**src/rtl/rtc_timekeeper.sv**
```systemverilog
// BCD time-of-day counter (HH:MM:SS) clocked entirely on clk, advanced by a 1 Hz tick enable
// from an internal prescaler, with validated load, 12/24 h display conversion and minute alarm.
module rtc_timekeeper #(
    parameter int unsigned CLK_HZ = 25_000_000,
    parameter logic [7:0]  RST_H  = 8'h23,
    parameter logic [7:0]  RST_M  = 8'h59,
    parameter logic [7:0]  RST_S  = 8'h59
) (
    input  logic        clk,
    input  logic        resetn,
    input  logic        run,
    input  logic        mode_12h,
    input  logic        load,
    input  logic [23:0] load_time,
    input  logic        alarm_en,
    input  logic [15:0] alarm_time,
    output logic [3:0]  cnt_sec1,
    output logic [3:0]  cnt_sec10,
    output logic [3:0]  cnt_min1,
    output logic [3:0]  cnt_min10,
    output logic [3:0]  cnt_hour1,
    output logic [3:0]  cnt_hour10,
    output logic        pm,
    output logic        tick_1hz,
    output logic        alarm_hit,
    output logic        load_err
);

    localparam int unsigned     PS_W  = $clog2(CLK_HZ);
    localparam logic [PS_W-1:0] PS_TC = PS_W'(CLK_HZ - 1);

    typedef struct packed {
        logic [3:0] h10;
        logic [3:0] h1;
        logic [3:0] m10;
        logic [3:0] m1;
        logic [3:0] s10;
        logic [3:0] s1;
    } bcd_time_t;

    bcd_time_t       time_q, time_d, time_inc, load_t;
    logic [PS_W-1:0] ps_q, ps_d;
    logic            alarm_hit_q, alarm_hit_d;
    logic            load_err_q, load_err_d;
    logic            load_ok, load_valid, ps_wrap, tick;
    logic [6:0]      hour_bin, disp_bin;

    // NOTE: every variable gets a default at the top of always_comb so no path can infer a latch.
    always_comb begin
        load_t  = bcd_time_t'(load_time);
        load_ok = (load_t.s1 <= 4'd9) && (load_t.s10 <= 4'd5) &&
                  (load_t.m1 <= 4'd9) && (load_t.m10 <= 4'd5) &&
                  (load_t.h1 <= 4'd9) && (load_t.h10 <= 4'd2) &&
                  !((load_t.h10 == 4'd2) && (load_t.h1 > 4'd3));
        load_valid = load && load_ok;
        ps_wrap    = run && (ps_q == PS_TC);
        // A valid load restarts the second, so it swallows a coincident tick.
        tick       = resetn && ps_wrap && !load_valid;
    end

    // Ripple-carry BCD increment; each stage only moves when all lower stages roll over.
    always_comb begin
        time_inc = time_q;
        if (time_q.s1 != 4'd9) begin
            time_inc.s1 = time_q.s1 + 4'd1;
        end else begin
            time_inc.s1 = 4'd0;
            if (time_q.s10 != 4'd5) begin
                time_inc.s10 = time_q.s10 + 4'd1;
            end else begin
                time_inc.s10 = 4'd0;
                if (time_q.m1 != 4'd9) begin
                    time_inc.m1 = time_q.m1 + 4'd1;
                end else begin
                    time_inc.m1 = 4'd0;
                    if (time_q.m10 != 4'd5) begin
                        time_inc.m10 = time_q.m10 + 4'd1;
                    end else begin
                        time_inc.m10 = 4'd0;
                        if ((time_q.h10 == 4'd2) && (time_q.h1 == 4'd3)) begin
                            time_inc.h10 = 4'd0;
                            time_inc.h1  = 4'd0;
                        end else if (time_q.h1 == 4'd9) begin
                            time_inc.h10 = time_q.h10 + 4'd1;
                            time_inc.h1  = 4'd0;
                        end else begin
                            time_inc.h1  = time_q.h1 + 4'd1;
                        end
                    end
                end
            end
        end
    end

    always_comb begin
        time_d      = time_q;
        ps_d        = ps_q;
        alarm_hit_d = 1'b0;
        load_err_d  = 1'b0;
        if (load_valid) begin
            time_d = load_t;
            ps_d   = '0;
        end else begin
            load_err_d = load;
            if (run) ps_d = ps_wrap ? '0 : ps_q + PS_W'(1);
            if (tick) begin
                time_d      = time_inc;
                alarm_hit_d = alarm_en && (time_inc == {alarm_time, 8'h00});
            end
        end
    end

    // NOTE: sequential state uses non-blocking assignments so every flop samples pre-edge values.
    always_ff @(posedge clk) begin
        if (!resetn) begin
            time_q      <= {RST_H, RST_M, RST_S};
            ps_q        <= '0;
            alarm_hit_q <= 1'b0;
            load_err_q  <= 1'b0;
        end else begin
            time_q      <= time_d;
            ps_q        <= ps_d;
            alarm_hit_q <= alarm_hit_d;
            load_err_q  <= load_err_d;
        end
    end

    // Hour display conversion works in binary, then splits back into two BCD digits.
    always_comb begin
        hour_bin = 7'(time_q.h10) * 7'd10 + 7'(time_q.h1);
        pm       = (hour_bin >= 7'd12);
        if (hour_bin == 7'd0)       disp_bin = 7'd12;
        else if (hour_bin > 7'd12)  disp_bin = hour_bin - 7'd12;
        else                        disp_bin = hour_bin;
        cnt_hour10 = time_q.h10;
        cnt_hour1  = time_q.h1;
        if (mode_12h) begin
            if (disp_bin >= 7'd10) begin
                cnt_hour10 = 4'd1;
                cnt_hour1  = 4'(disp_bin - 7'd10);
            end else begin
                cnt_hour10 = 4'd0;
                cnt_hour1  = 4'(disp_bin);
            end
        end
    end

    assign cnt_sec1  = time_q.s1;
    assign cnt_sec10 = time_q.s10;
    assign cnt_min1  = time_q.m1;
    assign cnt_min10 = time_q.m10;
    assign tick_1hz  = tick;
    assign alarm_hit = alarm_hit_q;
    assign load_err  = load_err_q;

endmodule

```
**config.mk**
```make
export PLATFORM = sky130hd
export DESIGN_NAME = rtc_timekeeper
export DESIGN_NICKNAME = d
export VERILOG_FILES = /design/src/rtl/rtc_timekeeper.sv
export SDC_FILE = /design/constraint.sdc
export NUM_CORES = 1
export LEC_CHECK = 0
export CORE_AREA = 5 5 93 95
export CTS_CLUSTER_DIAMETER = 40
export DETAILED_ROUTE_END_ITERATION = 8
export DIE_AREA = 0 0 98 100
export GPL_TIMING_DRIVEN = 0
export PLACE_DENSITY = 0.9
export SLEW_MARGIN = 20
export SYNTH_ARGS = -nofsm -noshare
export SYNTH_HDL_FRONTEND = slang
export SYNTH_SLANG_ARGS = --single-unit
```
**constraint.sdc**
```tcl
create_clock -name clk -period 4.66 [get_ports clk]
set_clock_uncertainty 0.1 [all_clocks]
set_input_delay 0.699 -clock clk [delete_from_list [all_inputs] [get_ports clk]]
set_output_delay 0.699 -clock clk [all_outputs]
set_load 0.02 [all_outputs]
```
# ---- Word-level counts from Yosys, hierarchy flattened
# Index checks and enable logic that the tools add are counted.
dict set report word_totals {
  ff_bits 51
  output_inout_bits 28
  in_bits 46
  wordCells 81
}
dict set report classes {
  n_mux 20
  reduce_logical 19
  magnitude_cmp 10
  n_eq_ne 10
  n_addsub 10
  n_mul 1
  n_bitwise 2
}
# cell n
set op_table {}
lappend op_table {{24-bit 2-to-1 mux} 2}
lappend op_table {{4-bit 2-to-1 mux} 9}
lappend op_table {{25-bit by 1-bit adder with 25-bit output, second input constant} 1}
lappend op_table {{25-bit equality test, second input constant} 1}
lappend op_table {{25-bit 2-to-1 mux} 1}
lappend op_table {{4-bit by 1-bit adder with 4-bit output, second input constant} 6}
lappend op_table {{24-bit equality test} 1}
lappend op_table {{20-bit 2-to-1 mux} 1}
lappend op_table {{16-bit 2-to-1 mux} 1}
lappend op_table {{8-bit 2-to-1 mux} 2}
lappend op_table {{7-bit by 4-bit >= comparator with 1-bit output, second input constant} 2}
lappend op_table {{7-bit 2-to-1 mux} 2}
lappend op_table {{1-bit logical AND} 13}
lappend op_table {{4-bit by 2-bit equality test with 1-bit output, second input constant} 3}
lappend op_table {{4-bit <= comparator, second input constant} 3}
lappend op_table {{12-bit 2-to-1 mux} 1}
lappend op_table {{4-bit by 3-bit <= comparator with 1-bit output, second input constant} 2}
lappend op_table {{4-bit by 3-bit inequality test with 1-bit output, second input constant} 2}
lappend op_table {{4-bit inequality test, second input constant} 2}
lappend op_table {{7-bit by 4-bit adder with 7-bit output} 1}
lappend op_table {{7-bit by 4-bit > comparator with 1-bit output, second input constant} 1}
lappend op_table {{7-bit logical NOT} 1}
lappend op_table {{7-bit by 4-bit subtractor with 7-bit output, second input constant} 1}
lappend op_table {{4-bit by 3-bit multiplier with 6-bit output, second input constant} 1}
lappend op_table {{other kinds (10)} 12}

# ---- Depth between registers and ports, before layout
dict set report logic_depth {
  word_depth 12
  depth_mapped 14
  depth_no_buf 14
}

# ---- Least setup slack after synthesis
# No wires, ideal clock.
dict set report synth_path {
  path_type {flip-flop to output port}
  from {reg time_q[21] (netlist bit)}
  to {out cnt_hour1[3]}
  n_path_buf 0
  path_slack_ns 0.413
  path_stages_with_launch 13
  required_time_ns 3.861
  t_arrival_ns 3.448
  cell_sequence {dfxtp_1 ha_1 ha_1 fa_1 xor2_1 a2111o_1 nand3_1 nand2_1 mux2_2 inv_1 ha_1 or3_1 a31oi_1}
}
dict set report synth_between {
  elab_chain_cells 8
  word_cells_on_any_way 11
  classes_between {3 x add/sub; 1 x mul; 2 x order compare; 4 x mux; 1 x reduce/logical}
}
# element line_no
set synth_lines {}
lappend synth_lines {{start: declaration} 41} ;# bcd_time_t time_q, time_d, time_inc, load_t;
lappend synth_lines {{start signal: assignment} 116} ;# time_q <= {RST_H, RST_M, RST_S};
lappend synth_lines {{start signal: assignment} 121} ;# time_q <= time_d;
lappend synth_lines {{4-bit by 3-bit multiplier with 6-bit output (*)} 130} ;# hour_bin = 7'(time_q.h10) * 7'd10 + 7'(time_q.h1);
lappend synth_lines {{7-bit by 4-bit adder with 7-bit output (*)} 130}
lappend synth_lines {{7-bit by 4-bit subtractor with 7-bit output or 7-bit by 4-bit > comparator with 1-bit output (tied branches)} 133} ;# else if (hour_bin > 7'd12) disp_bin = hour_bin - 7'd12;
lappend synth_lines {{7-bit 2-to-1 mux} 133}
lappend synth_lines {{7-bit 2-to-1 mux (*)} 132} ;# if (hour_bin == 7'd0) disp_bin = 7'd12;
lappend synth_lines {{7-bit by 4-bit >= comparator with 1-bit output or 4-bit subtractor (tied branches)} {138, 140}}
lappend synth_lines {{4-bit 2-to-1 mux (*)} 138} ;# if (disp_bin >= 7'd10) begin
lappend synth_lines {{4-bit 2-to-1 mux (*)} 137} ;# if (mode_12h) begin
lappend synth_lines {{end: declaration} 21} ;# output logic [3:0] cnt_hour1,
# Every way passes the cells marked *; elsewhere a longest branch is shown, timed or not.

# ---- Worst setup path after layout
dict set report layout_path {
  from {reg time_q[20] (netlist bit)}
  to {out cnt_hour10[0]}
}
dict set report layout_between {
  elab_chain_cells 8
  word_cells_on_any_way 10
  classes_between {2 x add/sub; 1 x mul; 2 x order compare; 4 x mux; 1 x reduce/logical}
}
# element line_no
set layout_lines {}
lappend layout_lines {{4-bit by 3-bit multiplier with 6-bit output} 130}
lappend layout_lines {{7-bit by 4-bit adder with 7-bit output} 130}
lappend layout_lines {{7-bit by 4-bit subtractor with 7-bit output or 7-bit by 4-bit > comparator with 1-bit output (tied branches)} 133}
lappend layout_lines {{7-bit 2-to-1 mux} 133}
lappend layout_lines {{7-bit 2-to-1 mux} 132}
lappend layout_lines {{7-bit by 4-bit >= comparator with 1-bit output} 138}
lappend layout_lines {{1-bit 2-to-1 mux} 138}
lappend layout_lines {{4-bit 2-to-1 mux (*)} 137}
lappend layout_lines {{end: declaration} 22} ;# output logic [3:0] cnt_hour10,
# Marks and branches as above.

==> impl_summary.txt <==
----------------------------------------------------
[Power and ir drop]
  Leakage power figure ... 0.00196 µW
  Worst IR drop on VDD ... 156 µV
  Clock network power share ... 35.7%
  Internal power ... 653 µW
  Relative contribution of combinational cells to total power ... 13.4%
  Sw frac ... 24.2%
  Sequential share of power ... 50.8%
  Power spent charging and discharging nets ... 208 µW
  Power per standard cell area ... 170 nW/µm²

[Timing]
  Final total negative setup slack ... 0 ns
  Final hold violations ... 0
  Highest attainable clock frequency ... 0.222 GHz
  Post-layout minimum cycle time ... 4.51 ns
  Slew at the pin with the worst max-slew slack ... 0.921 ns
  Min setup slack post-route ... 0.150 ns
  Total count of max-transition violations in the final report ... 0
  Worst slew margin relative to its limit ... 38.0%
  Portion of the clock cycle consumed by the worst path in the final layout ... 96.8%
  Setup violators final ... 0

[Floorplanning]
  Die W ... 98 µm
  Initial core utilization ... 53.0%
  Area of the die ... 9800 µm²
  Number of primary I/O pins ... 74
  Height of the chip ... 100 µm
  Core Footprint ... 7650 µm²
  Row cnt ... 32

[CTS]
  TritonCTS Buffers ... 5
  Source-to-sink clock delay at the later pin of the worst-skew pair ... 0.31 ns
  CTS tree ... built
  Post-CTS setup buffer count ... 0
  Number of gates resized after cts ... 10
  Deepest level of the CTS H-tree ... 2
  Clock Sinks ... 51
  Clock slew at the register clock pins of the worst setup and hold paths ... 0.10 ns
  CTS Buffer Depth ... 2
  Buffer cell driving the clock tree root ... sky130_fd_sc_hd__clkbuf_8
  CTS Hold Bufs ... 0

[Hold path]
  Worst Hold Depth ... 2
  Source of the worst hold timing path ... ps_q[1]
  Path class of the lowest-slack min-delay path ... register to register
  Hold Path End ... ps_q[1]

[Setup path]
  Nature of the critical path endpoint ... output pin
  Data arrival time of the critical path ... 3.71 ns
  R2R cell count ... 7
  Endpoint of the worst register-to-register path ... alarm_hit
  RR Startpoint ... ps_q[12]
  Largest fanout on the critical path ... 10
  Kind of critical path ... register to output pin
  Worst-case register-to-register setup slack ... 1.36 ns
  Critical Path Start Type ... register
  Cell chain of the critical path ... ha_1 > ha_2 > xor2_2 > inv_1 > ha_1 > or2_2 > a21oi_1 > a22oi_1 > mux2_2 > inv_1 > ha_4 > o21ai_0 > a31o_2 > dlygate4sd2_1
  Delay of the slowest cell on the worst path ... 0.39 ns
  Highest-delay cell along the critical path ... sky130_fd_sc_hd__dfxtp_4
  Worst path required time ... 3.86 ns

[Detailed routing]
  Number of detailed-routing iterations run before antenna repair ... 5
  DRC viols ... 0
  Total Routed Length ... 12.1 mm
  Average vias per placed instance ... 6.10
  Detail Route Antenna Nets ... 0
  Avg WL per Cell ... 16.9 µm
  Via Count ... 4353
  Drt initial violations ... 373

[Logic synthesis]
  Sequential area share after synthesis ... 25.2%
  Yosys synthesis warning count ... 0
  Number of flops mapped to enable cells by yosys ... 0
  Cell count after synthesis ... 532
  Share of synthesized flip-flops with an asynchronous set or reset ... 0%
  Unique cell type count in the Yosys netlist ... 69
  Mapped Avg Cell Area ... 7.62 µm²
  Netlist Area Pre-Place ... 4060 µm²
  Synthesized Nets ... 595
  Top FF cell, synth ... sky130_fd_sc_hd__dfxtp_1
  Post-synthesis sequential element count ... 51

[Finish]
  Multi-input gate area ... 2800 µm²
  Layout cell share with drive strength beyond 1 ... 8.82%
  Layout overhead on the synthesized area ... 24.9%
  Sequential cell area ... 1030 µm²
  Final-stage net count ... 675
  N_diodes ... 0
  Number of standard cells in the final layout excluding fillers ... 714
  Layout Cell Area excl Fill ... 5070 µm²
  Fill count ... 640

[Placement]
  Detailed Place HPWL ... 9.19 mm
  GP Congestion ... 0.939
  Placed standard-cell area ... 4910 µm²
  Quantity of I/O buffers inserted on ports ... 73
  Cell count after placement ... 707
  Worst slack at placement ... -0.258 ns

[GRT]
  Global-route wire length before repair ... 20.2 mm
  Via count of the first global-routing pass ... 4290
  Overflow left after global routing ... 0
  Global router's overall resource usage ... 24.6%
  Largest net degree at the start of global routing ... 16
  Antenna violations before repair ... 0

[Run status]
  Outcome ... finished clean

[Run]
  Max capacitance violation total ... 0

----------------------------------------------------
[kinds of logic after synthesis]
kind of cell | synth area share (%)
xor gates and xnor gates | 9.62
adders and majority gates | 5.61
muxes | 2.04
and+or+nand+nor | 30.7
buffers and inverters | 7.03
DFF | 25.2
AOI/OAI and AO/OA | 19.8
[routing by layer]
| layer | part of all wire [%] | global-route usage, % | routed length [µm] |
|---|---|---|---|
| met1 | 41 | 29.7 | 4910 |
| met2 | 49 | 43.4 | 5940 |
| met3 | 6.3 | 4.03 | 767 |
| met4 | 3.9 | 10.5 | 467 |
| met5 | 0 | 0 | 0 |
[cells in the mapped netlist, types with 16 or more instances]
master / n / area share [%]
sky130_fd_sc_hd__nor2_1: 65 / 6.0
sky130_fd_sc_hd__dfxtp_1: 51 / 25
sky130_fd_sc_hd__nand2_1: 43 / 4.0
sky130_fd_sc_hd__nand3_1: 33 / 4.1
sky130_fd_sc_hd__o21ai_0: 33 / 4.1
sky130_fd_sc_hd__xor2_1: 26 / 5.6
sky130_fd_sc_hd__a21oi_1: 21 / 2.6
sky130_fd_sc_hd__clkbuf_1: 18 / 1.7
sky130_fd_sc_hd__inv_1: 18 / 1.7
sky130_fd_sc_hd__buf_4: 16 / 3.0
sky130_fd_sc_hd__nor3_1: 16 / 2.0
sky130_fd_sc_hd__xnor2_1: 16 / 3.5
[critical path, delay by kind of cell, from the launching register on]
family | cells | cell delay (ns)
adders and majority gates | 4 | 1.12
AOI/OAI and AO/OA | 4 | 0.56
buffers and inverters | 3 | 0.54
DFF | 1 | 0.39
and+or+nand+nor | 1 | 0.31
muxes | 1 | 0.30
xor gates and xnor gates | 1 | 0.19
[cell usage in the layout (no fill, tap or decap), types with 10 or more instances in the layout]
cell type / instances
sky130_fd_sc_hd__xor2_1: 24
sky130_fd_sc_hd__a21oi_1: 21
sky130_fd_sc_hd__nand4_1: 12
sky130_fd_sc_hd__inv_1: 18
sky130_fd_sc_hd__nand3_1: 32
sky130_fd_sc_hd__clkdlybuf4s50_1: 69
sky130_fd_sc_hd__clkbuf_1: 18
sky130_fd_sc_hd__buf_4: 16
sky130_fd_sc_hd__dfxtp_1: 48
sky130_fd_sc_hd__ha_1: 13
sky130_fd_sc_hd__nor3_1: 16
sky130_fd_sc_hd__nor2_1: 65
sky130_fd_sc_hd__nand2_1: 43
sky130_fd_sc_hd__o21ai_0: 33
sky130_fd_sc_hd__xnor2_1: 16
sky130_fd_sc_hd__nand2b_1: 10
[power groups by stage]
stage	registers [µW]	logic, µW	clock network, µW
floorplan	450	49.0	0
global placement	450	113	0
detailed placement	450	115	0
CTS	439	114	309
global route	439	124	330
finish	438	116	308
[worst max-delay path by stage]
stage | end | cells after the start | start
5_1_grt | cnt_hour10[0] | 14 | time_q[20]
4_1_cts | cnt_hour1[3] | 13 | time_q[21]
6_report | cnt_hour10[0] | 14 | time_q[20]
2_1_floorplan | cnt_hour1[3] | 12 | time_q[21]
3_3_place_gp | cnt_hour1[3] | 13 | time_q[21]
3_5_place_dp | cnt_hour1[3] | 13 | time_q[21]
[metrics by stage]
stage | utilization (%) | power [µW] | hold WS (ns)
final | 66.2 | 862 | 0.408
after global routing | 66.2 | 893 | 0.424
after CTS | 65.7 | 862 | 0.407
after detailed placement | 64.3 | 565 | 0.393
after global placement | 64.3 | 563 | 0.366
after floorplan | - | 499 | 0.353
[sequential cells by signal, summed over array words and instances, names as in the netlist]
signal	cells
cnt_sec1	4
ps_q	25
cnt_sec10	4
load_err	1
alarm_hit	1
time_q	8
cnt_min10	4
cnt_min1	4
[cell type report]
cell class              count  share of cell area (%)
plain buffers              38                    4.30
clock buffers               5                    1.36
clock inverters             2                   0.741
inverters                  18                    1.33
multi-input cells         425                    55.2
flip-flops and latches     51                    20.4
well taps                 102                    2.52
repair buffers             73                    14.2
No activity file was read; power rests on OpenSTA's default activity.
